### config.mk
export PLATFORM = sky130hd
export DESIGN_NAME = spmv_csr_feeder
export DESIGN_NICKNAME = d
export VERILOG_FILES = /design/src/rtl/spmv_pkg.sv /design/src/rtl/spmv_csr_store.sv /design/src/rtl/spmv_csr_feeder.sv
export SDC_FILE = /design/constraint.sdc
export NUM_CORES = 2
export LEC_CHECK = 0
export ABC_AREA = 1
export CAP_MARGIN = 20
export CORE_UTILIZATION = 40
export DETAILED_ROUTE_END_ITERATION = 16
export GPL_ROUTABILITY_DRIVEN = 0
export PLACE_DENSITY = 0.68
export SKIP_CTS_REPAIR_TIMING = 1
export SYNTH_ARGS = -nofsm -noshare
export SYNTH_HDL_FRONTEND = slang
export SYNTH_SLANG_ARGS = --single-unit
### constraint.sdc
create_clock -name i_clk -period 6.9 [get_ports i_clk]
set_clock_uncertainty 0.2 [all_clocks]
set_input_delay 1.38 -clock i_clk [delete_from_list [all_inputs] [get_ports i_clk]]
set_output_delay 1.38 -clock i_clk [all_outputs]
set_load 0.01 [all_outputs]
### src/rtl/spmv_pkg.sv
// Shared encodings for the SpMV CSR feeder: core states, load targets and FSM states.
package spmv_pkg;

    localparam logic [2:0] CORE_IDLE  = 3'd0;
    localparam logic [2:0] CORE_MUL   = 3'd1;
    localparam logic [2:0] CORE_ADD   = 3'd2;
    localparam logic [2:0] CORE_WRITE = 3'd3;
    localparam logic [2:0] CORE_DONE  = 3'd4;

    localparam logic [1:0] SEL_VALUE = 2'd0;
    localparam logic [1:0] SEL_COL   = 2'd1;
    localparam logic [1:0] SEL_VEC   = 2'd2;
    localparam logic [1:0] SEL_RPTR  = 2'd3;

    localparam logic [15:0] FP16_ZERO = 16'h0000;

    typedef enum logic [2:0] {
        ST_IDLE,
        ST_PRIME,
        ST_ISSUE,
        ST_RUN,
        ST_FIN
    } feed_state_t;

endpackage

### src/rtl/spmv_csr_store.sv
// CSR storage: value/col_idx/vector register files, row_ptr bank, load decode and
// combinational element read (k -> value[k], vector[col_idx[k]]).
module spmv_csr_store
    import spmv_pkg::*;
#(
    parameter int NNZ_MAX = 64,
    parameter int N_ROWS  = 16,
    parameter int VEC_LEN = 16
) (
    input  logic                      i_clk,
    input  logic                      i_rst,
    input  logic                      i_wr_en,
    input  logic [1:0]                i_wr_sel,
    input  logic [7:0]                i_wr_addr,
    input  logic [15:0]               i_wr_data,
    input  logic [7:0]                i_rd_idx,
    output logic [15:0]               o_rd_value,
    output logic [15:0]               o_rd_vector,
    output logic [8*(N_ROWS+1)-1:0]   o_row_ptr,
    output logic [7:0]                o_nnz
);

    localparam int AW = (NNZ_MAX > 1) ? $clog2(NNZ_MAX) : 1;
    localparam int CW = (VEC_LEN > 1) ? $clog2(VEC_LEN) : 1;
    localparam int RW = $clog2(N_ROWS + 1);

    logic [15:0]   value_mem [NNZ_MAX];
    logic [CW-1:0] col_mem   [NNZ_MAX];
    logic [15:0]   vec_mem   [VEC_LEN];
    logic [7:0]    rptr      [N_ROWS+1];

    logic wr_nz_ok, wr_vec_ok, wr_rp_ok, rd_in, rd_live;

    assign wr_nz_ok  = 32'(i_wr_addr) < NNZ_MAX;
    assign wr_vec_ok = 32'(i_wr_addr) < VEC_LEN;
    assign wr_rp_ok  = 32'(i_wr_addr) <= N_ROWS;

    // Payload arrays carry no reset; only row_ptr defines what is live.
    always_ff @(posedge i_clk) begin
        if (i_wr_en) begin
            case (i_wr_sel)
                SEL_VALUE: if (wr_nz_ok)  value_mem[i_wr_addr[AW-1:0]] <= i_wr_data;
                SEL_COL:   if (wr_nz_ok)  col_mem[i_wr_addr[AW-1:0]]   <= i_wr_data[CW-1:0];
                SEL_VEC:   if (wr_vec_ok) vec_mem[i_wr_addr[CW-1:0]]   <= i_wr_data;
                default: ;
            endcase
        end
    end

    always_ff @(posedge i_clk or posedge i_rst) begin
        if (i_rst) begin
            for (int i = 0; i <= N_ROWS; i++) rptr[i] <= 8'd0;
        end else if (i_wr_en && i_wr_sel == SEL_RPTR && wr_rp_ok) begin
            rptr[i_wr_addr[RW-1:0]] <= i_wr_data[7:0];
        end
    end

    for (genvar i = 0; i <= N_ROWS; i++) begin : g_rp
        assign o_row_ptr[8*i +: 8] = rptr[i];
    end
    assign o_nnz = rptr[N_ROWS];

    // Past nnz the value reads as +0 so trailing passes accumulate nothing.
    assign rd_in       = 32'(i_rd_idx) < NNZ_MAX;
    assign rd_live     = rd_in && (i_rd_idx < o_nnz);
    assign o_rd_value  = rd_live ? value_mem[i_rd_idx[AW-1:0]] : FP16_ZERO;
    assign o_rd_vector = rd_in ? vec_mem[col_mem[i_rd_idx[AW-1:0]]] : FP16_ZERO;

endmodule

### src/rtl/spmv_csr_feeder.sv
// SpMV CSR feeder: starts the compute core and presents one nonzero per
// MUL/ADD/WRITE pass, advancing on the edge that ends each WRITE.
module spmv_csr_feeder
    import spmv_pkg::*;
#(
    parameter int NNZ_MAX = 64,
    parameter int N_ROWS  = 16,
    parameter int VEC_LEN = 16
) (
    input  logic                      i_clk,
    input  logic                      i_rst,
    input  logic                      i_load_valid,
    input  logic [1:0]                i_load_sel,
    input  logic [7:0]                i_load_addr,
    input  logic [15:0]               i_load_data,
    output logic                      o_load_ready,
    input  logic                      i_start,
    input  logic [2:0]                i_core_state,
    output logic                      o_core_start,
    output logic [15:0]               o_mat_value,
    output logic [15:0]               o_in_vector,
    output logic [7:0]                o_count,
    output logic [8*(N_ROWS+1)-1:0]   o_row_ptr,
    output logic                      o_busy,
    output logic                      o_done
);

    feed_state_t state, state_nxt;
    logic [7:0]  nnz, rd_idx;
    logic [15:0] rd_value, rd_vector;
    logic        seen_active, wr_pass, last;

    spmv_csr_store #(
        .NNZ_MAX (NNZ_MAX),
        .N_ROWS  (N_ROWS),
        .VEC_LEN (VEC_LEN)
    ) u_store (
        .i_clk       (i_clk),
        .i_rst       (i_rst),
        .i_wr_en     (i_load_valid && o_load_ready),
        .i_wr_sel    (i_load_sel),
        .i_wr_addr   (i_load_addr),
        .i_wr_data   (i_load_data),
        .i_rd_idx    (rd_idx),
        .o_rd_value  (rd_value),
        .o_rd_vector (rd_vector),
        .o_row_ptr   (o_row_ptr),
        .o_nnz       (nnz)
    );

    assign rd_idx  = (state == ST_PRIME) ? 8'd0 : o_count + 8'd1;
    assign wr_pass = (state == ST_RUN) && (i_core_state == CORE_WRITE);
    assign last    = (o_count == nnz);

    always_comb begin
        state_nxt    = state;
        o_load_ready = 1'b0;
        o_core_start = 1'b0;
        o_busy       = 1'b1;
        case (state)
            ST_IDLE: begin
                o_load_ready = 1'b1;
                o_busy       = 1'b0;
                if (i_start) state_nxt = (nnz == 8'd0) ? ST_FIN : ST_PRIME;
            end
            ST_PRIME: state_nxt = ST_ISSUE;
            ST_ISSUE: begin
                o_core_start = 1'b1;
                state_nxt    = ST_RUN;
            end
            ST_RUN: begin
                // Core dropping back to IDLE after it started means it was reset.
                if (i_core_state == CORE_IDLE && seen_active) state_nxt = ST_IDLE;
                else if (wr_pass && last)                     state_nxt = ST_FIN;
            end
            ST_FIN:  state_nxt = ST_IDLE;
            default: state_nxt = ST_IDLE;
        endcase
    end

    always_ff @(posedge i_clk or posedge i_rst) begin
        if (i_rst) begin
            state       <= ST_IDLE;
            o_count     <= 8'd0;
            o_mat_value <= FP16_ZERO;
            o_in_vector <= 16'd0;
            seen_active <= 1'b0;
            o_done      <= 1'b0;
        end else begin
            state       <= state_nxt;
            o_done      <= (state == ST_FIN);
            seen_active <= (state == ST_RUN) && (seen_active || i_core_state != CORE_IDLE);
            if (state == ST_PRIME) begin
                o_count     <= 8'd0;
                o_mat_value <= rd_value;
                o_in_vector <= rd_vector;
            end else if (wr_pass && !last) begin
                o_count     <= rd_idx;
                o_mat_value <= rd_value;
                o_in_vector <= rd_vector;
            end
        end
    end

endmodule

==> run metrics <==
main combinational cell family by area after synthesis simple AND/OR/NAND/NOR gates; commonest non-fill, non-tap cell in the layout edfxtp_1; Hold EP o_mat_value[2]; CP Launch Type flip-flop; row count 152; Crit. End Element flip-flop; number of routed nets with antenna violations 0; Simple-Gate Fraction of Synth Area 17.6%; die width ~420 um; Gate power share ~39%; Max-Slew Margin vs Limit 20.0%; Die Y approximately 420 um; fin crit period roughly 5.3 ns; Initial Utilization 40.4%; Crit path top cell by count nand3_1; CTS clock-pin slew for the worst setup and hold paths around 0.06 ns; clock latency on the worst-skew pair approximately 0.81 ns; most frequent cells in the layout edfxtp_1, nand2_1, nand3_1; Post-Syn Instances 5753; TritonRoute pass-1 iters 6; CP Cell Sequence inv_6 -> nand2_8 -> buf_12 -> nand2_1 -> nand3_1 -> nand3_1 -> nand3_1 -> nand3_1 -> nand3_4 -> nand2_4 -> buf_12 -> nand2_1 -> nand3_1 -> nand3_1 -> nand3_1 -> nand3_1 -> nand2_1; Hold Path Origin o_mat_value[2]; wire per inst between 20 and 25 um; CP Data Required Time 7.45 ns; Fmax 188 MHz; GR Util All Layers around 22%; Worst Path Buf+Inv 3; max cap viols 0; # DRC 0; count of cell types in the netlist 48; largest net degree at the start of global routing 206; core outline area 172000 sq um; critical path's top delay family simple AND/OR/NAND/NOR gates; ratio of cells with drive above 1 in the final layout 8.47%; max incr delay on CP roughly 0.67 ns; peak supply drop 0.609 mV; area share of the largest cell type after synthesis 66.5%; Setup Viol. Count Final 0; Final Hold Viols 0; Num CTS Buffers 166; Worst Hold Depth 2; synthesized cell area 69400 sq um; Internal 20100 uW; adder-cell share of the synthesized area 0.144%; RSZ-0062 raised after global routing false; CTS sink count approximately 1700; mean number of vias per cell 5.66; post-synthesis compound-gate area fraction 5.92%; PwrDens 424 nW/um^2; initial antenna violation count 12; Reg2Reg Setup Slack 1.59 ns; vias in the first global route 45000; first-pass GRT wire length a little under 300000 um; htree depth 4; Via Count 47300; critical path peak fanout roughly 130; CTS tree built; Avg Cell Area, Syn roughly 12 sq um; status complete, no violations; Ys Warns 0; total wire length 198000 um; grt total ovfl 0; initial drt markers 6098; Slew Limit Fails 0; clock network power share 26.5%; DP HPWL 112000 um; Setup CP Type flip-flop to flip-flop; Yosys reg bits 1717; Sw Share 40.2%; clock root buffer master clkbuf_16; reg2reg start o_count[0]; Hold/Removal Path Class flip-flop to flip-flop; net count after synthesis 5794; setup TNS 0 ns; xor and xnor area share after synthesis 0%; net switching power 13500 uW; worst slew pin tran ~1.2 ns; FF-to-FF End o_in_vector[6]; multiplexer share of the synthesized area 0%; Leak 0.0275 uW; dpl cell area ~74000 sq um; PortBufs 212; CTS Buffer Depth 3; Area contributors post-synth edfxtp_1, nand2_1, nand3_1; post-layout instance area 79300 sq um; part of the Yosys area used for sequential elements 73.0%; Layout fillers 15100; boundary pin count 213; worst r2r path cells 17; Syn-to-layout area delta 14.4%; Final nets 5942; period utilization 76.9%; Die Area 175000 sq um; CP max stage cell inv_6; Crit path arrival time 5.86 ns; Synth area leader edfxtp_1; sequential share of power 34.3%
==> flip-flops by register name, indices dropped and copies added (netlist names) <==
signal	flops
o_count	8
o_done	1
o_in_vector	16
o_mat_value	16
seen_active	1
state	3
u_store.col_mem	256
u_store.o_nnz	8
u_store.o_row_ptr	128
u_store.value_mem	1024
u_store.vec_mem	256
==> layer usage <==
| layer | part of all wire [%] | vias to the layer above | track usage, % |
|---|---|---|---|
| met3 | 9.9 | 389 | 4.74 |
| met4 | 3.9 | 6 | 9.55 |
| met1 | 39 | 23400 | 29.5 |
| met2 | 47 | 2498 | 35.3 |
| met5 | 0.017 | - | 0 |
| li1 | - | 21000 | - |
==> worst min-delay path, cell delays in order, from the launching register on <==
cell and delay [ns]:
dfrtp_1 0.34, nand2_1 0.06, nand2_1 0.05
==> metrics by stage <==
step,instances,setup slack [ns],power [uW],hold slack [ns],util (%)
global route,8358,1.38,35200,0.299,46.1
floorplan,5753,0.405,20700,0.252,-
detailed placement,8042,1.76,24700,0.267,43.0
CTS,8353,1.73,33500,0.283,46.1
global placement,8039,1.86,24500,0.266,43.0
finish,8361,1.59,33600,0.281,46.1
==> how the worst max path moves through the flow <==
stage                           from         endpoint  slack, ns  cells after the start
after global routing      o_count[0]   o_in_vector[2]       1.38                     15
final                     o_count[0]   o_in_vector[6]       1.59                     17
after floorplan                i_rst       o_count[0]       0.40                      1
after CTS                 o_count[0]  o_mat_value[12]       1.73                     12
after detailed placement  o_count[0]  o_in_vector[13]       1.76                     17
after global placement    o_count[0]  o_mat_value[12]       1.86                     12
==> power groups by stage <==
stage / Clock [uW] / Sequential [uW] / Combinational, uW
floorplan: 0 / 11700 / 8930
global route: 9360 / 11500 / 14200
global placement: 0 / 11800 / 12700
finish: 8900 / 11500 / 13200
CTS: 8980 / 11500 / 13000
detailed placement: 0 / 11800 / 12900
==> Yosys cell counts, drive strengths merged <==
cell / n
o311ai: 5
a221oi: 4
a31o: 14
o21bai: 1
dfrtp: 181
or2: 9
nor2: 278
ha: 8
a221o: 9
a31oi: 33
a21boi: 5
nand2: 1493
clkbuf: 94
inv: 81
a32oi: 12
buf: 293
o22ai: 51
a311o: 10
edfxtp: 1536
o211ai: 36
o31ai: 9
or4: 1
clkinv: 3
nand4: 10
a21oi: 140
o21ai: 318
o221ai: 18
nand3: 991
nand3b: 2
and3: 3
nor4: 2
nor3: 75
a32o: 7
a311oi: 21
==> kinds of logic (layout without fill, tap and decap cells) <==
logic type / count (synthesis) / in the layout
and+or+nand+nor: 2864 / 2864
DFF: 1717 / 1717
AOI/OAI and AO/OA: 693 / 693
buffers and inverters: 471 / 762
adders and majority gates: 8 / 8
other: 0 / 7
==> final cells by class <==
| cell class | count | area, sq um | area share, % |
|---|---|---|---|
| sequential | 1717 | 50700 | 63.8 |
| timing repair buffer | 367 | 3380 | 4.26 |
| tap | 2310 | 2890 | 3.64 |
| antenna | 7 | 17.5 | 0.0221 |
| multi-input combinational | 3565 | 16700 | 21.1 |
| clock inverter | 88 | 762 | 0.960 |
| clock buffer | 223 | 4550 | 5.74 |
| inverter | 84 | 343 | 0.432 |
(Power assumes the default switching activity.)
